===== config.mk =====
export PLATFORM = sky130hd
export DESIGN_NAME = fetch_inst_queue
export DESIGN_NICKNAME = d
export VERILOG_FILES = /design/src/rtl/fetch_pkg.sv /design/src/rtl/fetch_ifq_mem.sv /design/src/rtl/fetch_inst_queue.sv
export SDC_FILE = /design/constraint.sdc
export NUM_CORES = 1
export LEC_CHECK = 0
export ABC_AREA = 1
export CAP_MARGIN = 20
export CORE_AREA = 2 2 150 152
export DETAILED_ROUTE_END_ITERATION = 12
export DIE_AREA = 0 0 152 154
export GPL_TIMING_DRIVEN = 0
export PLACE_DENSITY = 0.81
export SETUP_SLACK_MARGIN = 0.5
export SYNTH_ARGS = -nofsm -noshare
export SYNTH_HDL_FRONTEND = slang
export SYNTH_SLANG_ARGS = --single-unit

===== constraint.sdc =====
create_clock -name clk -period 4.15 [get_ports clk]
set_clock_uncertainty 0.05 [all_clocks]
set_input_delay 0.83 -clock clk [delete_from_list [all_inputs] [get_ports clk]]
set_output_delay 0.83 -clock clk [all_outputs]
set_load 0.05 [all_outputs]

===== src/rtl/fetch_pkg.sv =====
// rtl/fetch_pkg.sv - shared fetch-stage types and constants
package fetch_pkg;

  localparam int XLEN = 32;

  typedef struct packed {
    logic [XLEN-1:0] pc;
    logic [XLEN-1:0] inst;
  } fetch_entry_t;

  localparam logic [XLEN-1:0] INST_NOP = 32'h0000_0013;
  localparam logic [XLEN-1:0] PC_RESET = 32'h8000_0000;

endpackage


===== src/rtl/fetch_ifq_mem.sv =====
// rtl/fetch_ifq_mem.sv - instruction queue entry array, 1 write port, 1 async read port
module fetch_ifq_mem
  import fetch_pkg::*;
#(
  parameter int DEPTH = 4,
  localparam int PTR_W = $clog2(DEPTH)
) (
  input  logic             clk,
  input  logic             wr_en,
  input  logic [PTR_W-1:0] wr_idx,
  input  fetch_entry_t     wr_data,
  input  logic [PTR_W-1:0] rd_idx,
  output fetch_entry_t     rd_data
);

  // Data array is deliberately not reset; the pointers decide what is reachable.
  fetch_entry_t mem [DEPTH];

  always_ff @(posedge clk) begin
    if (wr_en) begin
      mem[wr_idx] <= wr_data;
    end
  end

  assign rd_data = mem[rd_idx];

endmodule


===== src/rtl/fetch_inst_queue.sv =====
// rtl/fetch_inst_queue.sv - IFU->IDU decoupling FIFO; IFQ_BYPASS_EN enables empty-queue bypass
module fetch_inst_queue
  import fetch_pkg::*;
#(
  parameter int DEPTH = 4,
  parameter int XLEN  = fetch_pkg::XLEN,
  localparam int PTR_W = $clog2(DEPTH)
) (
  input  logic            clk,
  input  logic            rst,
  input  logic            flush,
  input  logic            in_valid,
  output logic            in_ready,
  input  logic [XLEN-1:0] in_pc,
  input  logic [XLEN-1:0] in_inst,
  output logic            out_valid,
  input  logic            out_ready,
  output logic [XLEN-1:0] out_pc,
  output logic [XLEN-1:0] out_inst,
  output logic [PTR_W:0]  count
);

  logic [PTR_W:0] wr_ptr, rd_ptr, cnt_q;
  logic [PTR_W:0] wr_ptr_nxt, rd_ptr_nxt;
  logic           empty, full, push, pop, bypass;
  fetch_entry_t   head, in_entry, out_entry;

  assign in_entry = '{pc: in_pc, inst: in_inst};

  assign empty = (wr_ptr == rd_ptr);
  assign full  = (wr_ptr[PTR_W-1:0] == rd_ptr[PTR_W-1:0]) && (wr_ptr[PTR_W] != rd_ptr[PTR_W]);

  // A full queue refuses pushes even when a pop frees a slot this cycle.
  assign in_ready = rst & ~full & ~flush;

`ifdef IFQ_BYPASS_EN
  assign bypass    = empty & in_valid & out_ready & in_ready;
  assign out_valid = rst & ~flush & (~empty | in_valid);
  assign out_entry = empty ? in_entry : head;
`else
  assign bypass    = 1'b0;
  assign out_valid = rst & ~flush & ~empty;
  assign out_entry = head;
`endif

  // A bypassed pair is consumed directly and never touches storage.
  assign push = in_valid & in_ready & ~bypass;
  assign pop  = out_valid & out_ready & ~empty;

  assign wr_ptr_nxt = wr_ptr + {{PTR_W{1'b0}}, push};
  assign rd_ptr_nxt = rd_ptr + {{PTR_W{1'b0}}, pop};

  always_ff @(posedge clk) begin
    if (!rst || flush) begin
      wr_ptr <= '0;
      rd_ptr <= '0;
      cnt_q  <= '0;
    end else begin
      wr_ptr <= wr_ptr_nxt;
      rd_ptr <= rd_ptr_nxt;
      cnt_q  <= wr_ptr_nxt - rd_ptr_nxt;
    end
  end

  assign count = cnt_q;

  always_comb begin
    out_pc   = '0;
    out_inst = '0;
    if (out_valid) begin
      out_pc   = out_entry.pc;
      out_inst = out_entry.inst;
    end
  end

  fetch_ifq_mem #(.DEPTH(DEPTH)) u_mem (
    .clk     (clk),
    .wr_en   (push),
    .wr_idx  (wr_ptr[PTR_W-1:0]),
    .wr_data (in_entry),
    .rd_idx  (rd_ptr[PTR_W-1:0]),
    .rd_data (head)
  );

endmodule


==> results of run 1 <==
## worst paths after layout
| kind | startpoint | end | slack (ns) | cells past startpoint |
|---|---|---|---|---|
| setup / recovery | rd_ptr[0] | out_pc[27] | 0.63 | 9 |
| hold reg to reg | wr_ptr[2] | wr_ptr[2] | 0.50 | 2 |
| setup reg to reg | rd_ptr[0] | count[2] | 1.20 | 16 |
| hold / removal | wr_ptr[2] | wr_ptr[2] | 0.50 | 2 |
## layout by cell type, fill, tap and decap left out, types with 5 or more instances in the layout
| cell type | synthesis | final |
|---|---|---|
| inv_1 | 72 | 72 |
| nand3_1 | 5 | 5 |
| buf_1 | 10 | 10 |
| clkbuf_1 | 14 | 14 |
| buf_2 | 18 | 18 |
| buf_4 | 6 | 6 |
| dlygate4sd2_1 | 0 | 19 |
| clkdlybuf4s50_1 | 0 | 72 |
| nand2_1 | 87 | 87 |
| clkinvlp_4 | 0 | 6 |
| clkbuf_2 | 0 | 43 |
| clkinv_1 | 11 | 14 |
| clkbuf_16 | 0 | 27 |
| dfxtp_1 | 9 | 9 |
| o21ai_0 | 128 | 128 |
| nor2_1 | 333 | 328 |
| edfxtp_1 | 256 | 256 |
| ha_1 | 5 | 5 |
| buf_12 | 0 | 8 |
## final cells by class
type	count	share of cell area [%]
Tap cell	280	2.62
Clock inverter	16	1.46
Buffer	49	1.80
Timing Repair Buffer	146	10.0
Inverter	85	2.38
Sequential cell	265	58.8
Multi-Input combinational cell	563	17.8
Clock buffer	31	5.16
## cells by family (layout without fill, tap and decap cells)
| family | Yosys count | in the layout |
|---|---|---|
| compound gates | 132 | 132 |
| flops | 265 | 265 |
| simple gates | 425 | 425 |
| fa+ha+maj | 6 | 6 |
| buf+inv | 134 | 327 |
## timing repair
action                                  4_1_cts  5_1_grt
hold buffers                                  0        0
resized for setup                            76       86
endpoints found under the setup margin       65       54
## per-layer routing
metal	GRT usage [%]	share of wire, %
met5	0	0.066
met4	6.05	2.4
met3	3.13	6.5
met2	36.0	51
met1	25.4	40
## stage by stage
| stage | worst slack [ns] | cell area [um^2] |
|---|---|---|
| 5_1_grt | 0.506 | 13400 |
| 3_3_place_gp | -2.95 | 12500 |
| 3_5_place_dp | 0.148 | 12700 |
| 4_1_cts | 0.429 | 13500 |
| 2_1_floorplan | -0.359 | 10800 |
| 6_report | 0.631 | 13400 |
## flip-flops by register name (all words and copies together) (netlist names)
signal	count
u_mem.mem	256
count	3
rd_ptr	3
wr_ptr	3
## power breakdown
group / total (mW) / internal, mW / switching, mW
Clock: 2.40 / 1.44 / 0.962
Sequential: 2.96 / 2.95 / 0.00532
Combinational: 0.180 / 0.0825 / 0.0974
## worst max-delay path, stage by stage, from the launching register on
cell	delay, ns
dfxtp_1	0.44
buf_2	0.31
buf_2	0.30
nor2_1	0.08
nor2_1	0.07
o21ai_0	0.08
nand2_1	0.07
inv_1	0.05
nor2_1	0.17
dlygate4sd2_1	0.55
==> results.toml, run 1 <==
[run_status]
outcome = "finished, final reports clean"

[synthesis]
synth_top_area_share_pct = 71.4
synth_edf_count = 256
synth.most_common_cell = "nor2_1"
netlist_instances = 962
yosysSeqAreaShare_pct = 73.0
netlist.top_cell.by_area = "edfxtp_1"
synth_common_cells = "nor2_1, edfxtp_1, o21ai_0"
synth_top_family_by_area = "simple AND/OR/NAND/NOR gates"
ys_warn_count = 0
ys_ff_latch = 265
syn_avg_cell_area_um2 = 11.2
synth-xor-area-share_pct = 0
synth_mux_area_share_pct = 0
synth_area_leaders = "edfxtp_1, nor2_1, o21ai_0"
synthSimpleGateAreaFrac_pct = 14.9
async_flop_share_pct = 0
synth_cell_types = 18
synth_nets = 1037
synth_flop_cell = "edfxtp_1"
synth-compound-area-share_pct = 6.17
syn_area_um2 = 10800
synthAdderAreaFrac_pct = 0.767

[cts]
cts.clk_slew.worst_paths_ns = 0.07
cts_tree = "yes"
cts_buffers = 26
clk_latency_ns = 0.52
post-cts-setup-buffers = 0
clockBufferDepth = 3
cts.sinks = 265
cts_max_level = 1
cts_root_buf = "clkbuf_16"

[critical_path]
path_class = "reg2out"
crit_fanout = 10
startpoint_type = "register"
cp.arrival_ns = 2.64
worstPathRequired_ns = 3.27
endpoint_kind = "output port"

[floorplanning]
io-pin-count = 138
die_x_um = 152
core.rowCount = 54
start_util_pct = 49.7
die_h_um = 154
fp.coreArea_um2 = 21700
dieArea_um2 = 23400

[global_route]
grt_pass1_vias = 7120
grt_usage_pct = 20.1
grt_pass1_wl_um = 37200
overflow = 0
antenna_found_initial = 1
grt_max_degree = 31

[sta]
slew_headroom_pct = 47.6
grt_setup_unrepaired = "false"
maxSlewViolCount = 0
max_clock_freq_mhz = 284
finalCriticalPeriod_ns = 3.52
timing.setup.tns_ns = 0
whs_ns = 0.497
finalCritPeriodShare_pct = 84.8
worstMarginPinSlew_ns = 0.784
hold_viol_final = 0
setup_viol = 0

[layout]
nFillCells = 1649
nets = 1211
register_area_um2 = 7870
multi_input_area_um2 = 2380
diodes = 0
final_cells = 1435
area_delta_synth_final_pct = 24.3
post-route-util_pct = 61.7
drive_gt1_share_pct = 11.2

[routing]
drcViolationCount = 0
routed_wl_um = 24300
firstDrtPassIters = 5
wl_per_cell_um = 16.9
first_iter_violations = 527
antenna_left = 0
vias = 7281
vias_per_cell = 5.07

[pwr]
total_power_mw = 5.54
powerDensity_nw_per_um2 = 414
p_leak_nw = 5.25
ir_drop_mv = 0.325

[placed_design]
port_buffers = 137
dpl.cell_count = 1388
gp_congestion = 0.731
post-dp-hpwl_um = 15300

[run]
cap_violations = 0

[hold_path]
hold_class = "reg2reg"
(Power assumes the default switching activity.)
==> inputs of run 2 (changes only) <==
--- a/config.mk
+++ b/config.mk
@@ -7,11 +7,11 @@
 export LEC_CHECK = 0
 export ABC_AREA = 1
 export CAP_MARGIN = 20
-export CORE_AREA = 2 2 150 152
+export CORE_AREA = 2 2 143 145
 export DETAILED_ROUTE_END_ITERATION = 12
-export DIE_AREA = 0 0 152 154
+export DIE_AREA = 0 0 145 147
 export GPL_TIMING_DRIVEN = 0
-export PLACE_DENSITY = 0.81
+export PLACE_DENSITY = 0.85
 export SETUP_SLACK_MARGIN = 0.5
 export SYNTH_ARGS = -nofsm -noshare
 export SYNTH_HDL_FRONTEND = slang
==> constraint.sdc (replaced) <==
create_clock -name clk -period 3.3 [get_ports clk]
set_clock_uncertainty 0.05 [all_clocks]
set_input_delay 0.66 -clock clk [delete_from_list [all_inputs] [get_ports clk]]
set_output_delay 0.66 -clock clk [all_outputs]
set_load 0.05 [all_outputs]
==> results.toml, run 2 (same netlist as run 1, synthesis figures left out) <==
[run_status]
outcome = "finished, final reports clean"

[cts]
cts_hold_buffers = 0
cts.sinks = 265
cts.clk_slew.worst_paths_ns = 0.06
clockBufferDepth = 3
cts_max_level = 1
cts_root_buf = "clkbuf_16"
clk_latency_ns = 0.51
cts_tree = "yes"
cts_buffers = 25

[pwr]
p_leak_nw = 5.45
powerDensity_nw_per_um2 = 459
switching_share_pct = 19.9
p_int_mw = 5.22
clock_power_share_pct = 39.0
total_power_mw = 6.52
p_comb_share_pct = 3.9
ir_drop_mv = 0.431
p_seq_share_pct = 57.1
p_switching_mw = 1.30

[routing]
vias_per_cell = 5.24
drcViolationCount = 0
routed_wl_um = 24900
antenna_left = 0
first_iter_violations = 682
wl_per_cell_um = 17.4
firstDrtPassIters = 5
vias = 7521

[hold_path]
hold_class = "reg2reg"

[layout]
final_cell_mix = "nor2_1, edfxtp_1, o21ai_0"
layout_commonest_cell = "nor2_1"
nFillCells = 1223
largest_reg_flops = 256
diodes = 0
top_register = "u_mem.mem"
drive_gt1_share_pct = 20.4
area_delta_synth_final_pct = 31.7
nets = 1223

[placed_design]
post-dp-hpwl_um = 14800
gp_congestion = 0.769
dpl_worst_slack_ns = -0.377
port_buffers = 137

[global_route]
grt_max_degree = 31
grt_pass1_wl_um = 36100
overflow = 0
grt_pass1_vias = 7206
grt_usage_pct = 21.5
antenna_found_initial = 0

[sta]
max_clock_freq_mhz = 354
hold_viol_final = 0
grt_setup_unrepaired = "true"
worstMarginPinSlew_ns = 0.707
maxSlewViolCount = 0
slew_headroom_pct = 52.8
setup_viol = 0
finalCritPeriodShare_pct = 85.6
finalCriticalPeriod_ns = 2.82
setup_slack_ns = 0.476

[floorplanning]
core.rowCount = 52
die_h_um = 147
die_x_um = 145
dieArea_um2 = 21300
start_util_pct = 54.3
io-pin-count = 138
fp.coreArea_um2 = 19800

[run]
cap_violations = 0

[critical_path]
worstPathRequired_ns = 2.59
path_class = "in2out"
endpoint_kind = "output port"
crit_fanout = 6
cp.arrival_ns = 2.11
startpoint_type = "input port"
## run 2: cell count changes in the layout (fill, tap and decap cells not counted), moves of 5 or more
cell | before | now
buf_1 | 10 | 0
clkinv_2 | 2 | 9
clkbuf_1 | 14 | 5
buf_6 | 1 | 56
buf_4 | 6 | 23
dlygate4sd2_1 | 19 | 1
nor2_2 | 1 | 14
nor2_4 | 4 | 37
nor2_1 | 328 | 282
clkbuf_2 | 43 | 3
dfxtp_1 | 9 | 4
clkbuf_4 | 0 | 11
## run 2: per-stage QoR
stage | util, % | area [um^2] | hold WS [ns] | cells | TNS [ns]
after global routing | 71.5 | 14200 | 0.490 | 1436 | 0
after floorplan | - | 10800 | 0.424 | 962 | -8.67
after detailed placement | 63.9 | 12700 | 0.465 | 1377 | -17.70
after CTS | 67.9 | 13500 | 0.475 | 1428 | 0
final | 71.5 | 14200 | 0.475 | 1436 | 0
after global placement | 62.9 | 12500 | 0.434 | 1369 | -476.72
## run 2: area by class of cell
class                   count  area, um^2  share of cell area [%]
plain buffers              49         432                    3.04
multi-input cells         563        2700                    19.0
clock inverters            16        82.6                   0.582
flip-flops and latches    265        7880                    55.5
repair buffers            159        1800                    12.7
well taps                 270         338                    2.38
clock buffers              29         641                    4.51
inverters                  85         322                    2.27
## run 2: power by group through the flow
| stage | registers (mW) | logic (mW) | clock network, mW |
|---|---|---|---|
| 4_1_cts | 3.72 | 0.231 | 2.57 |
| 2_1_floorplan | 3.80 | 0.0763 | 0 |
| 3_5_place_dp | 3.79 | 0.226 | 0 |
| 6_report | 3.72 | 0.254 | 2.54 |
| 5_1_grt | 3.72 | 0.273 | 2.71 |
| 3_3_place_gp | 3.80 | 0.212 | 0 |
## run 2: worst paths after layout
kind | start | endpoint | slack (ns) | depth (start not counted)
worst max-delay path | flush | out_inst[17] | 0.48 | 8
worst min-delay path | rd_ptr[2] | rd_ptr[2] | 0.48 | 2
worst max register to register | rd_ptr[0] | count[2] | 0.62 | 17
worst min register to register | rd_ptr[2] | rd_ptr[2] | 0.48 | 2
## run 2: repair_timing
item                                    CTS  global route
pin swaps                                 2             4
endpoints found under the setup margin   67            67
hold endpoints to repair                  0             0
cloned                                    2             5
gates resized for setup                 411           236
setup buffers                             4             3
## run 2: per-layer routing
| metal | track usage [%] | part of all wire, % | vias to the layer above | wire (um) |
|---|---|---|---|---|
| li1 | - | - | 3564 | - |
| met1 | 25.9 | 38 | 3534 | 9470 |
| met5 | 0 | 0 | - | 0 |
| met4 | 8.02 | 2.3 | 0 | 585 |
| met2 | 39.1 | 52 | 373 | 12900 |
| met3 | 3.63 | 7.8 | 50 | 1940 |
## run 2: critical path, cell delays in order
cell	delay, ns
clkdlybuf4s50_1	0.44
nor2_4	0.16
o21ai_4	0.08
buf_12	0.15
buf_16	0.15
clkbuf_16	0.17
nor2_4	0.11
buf_6	0.17
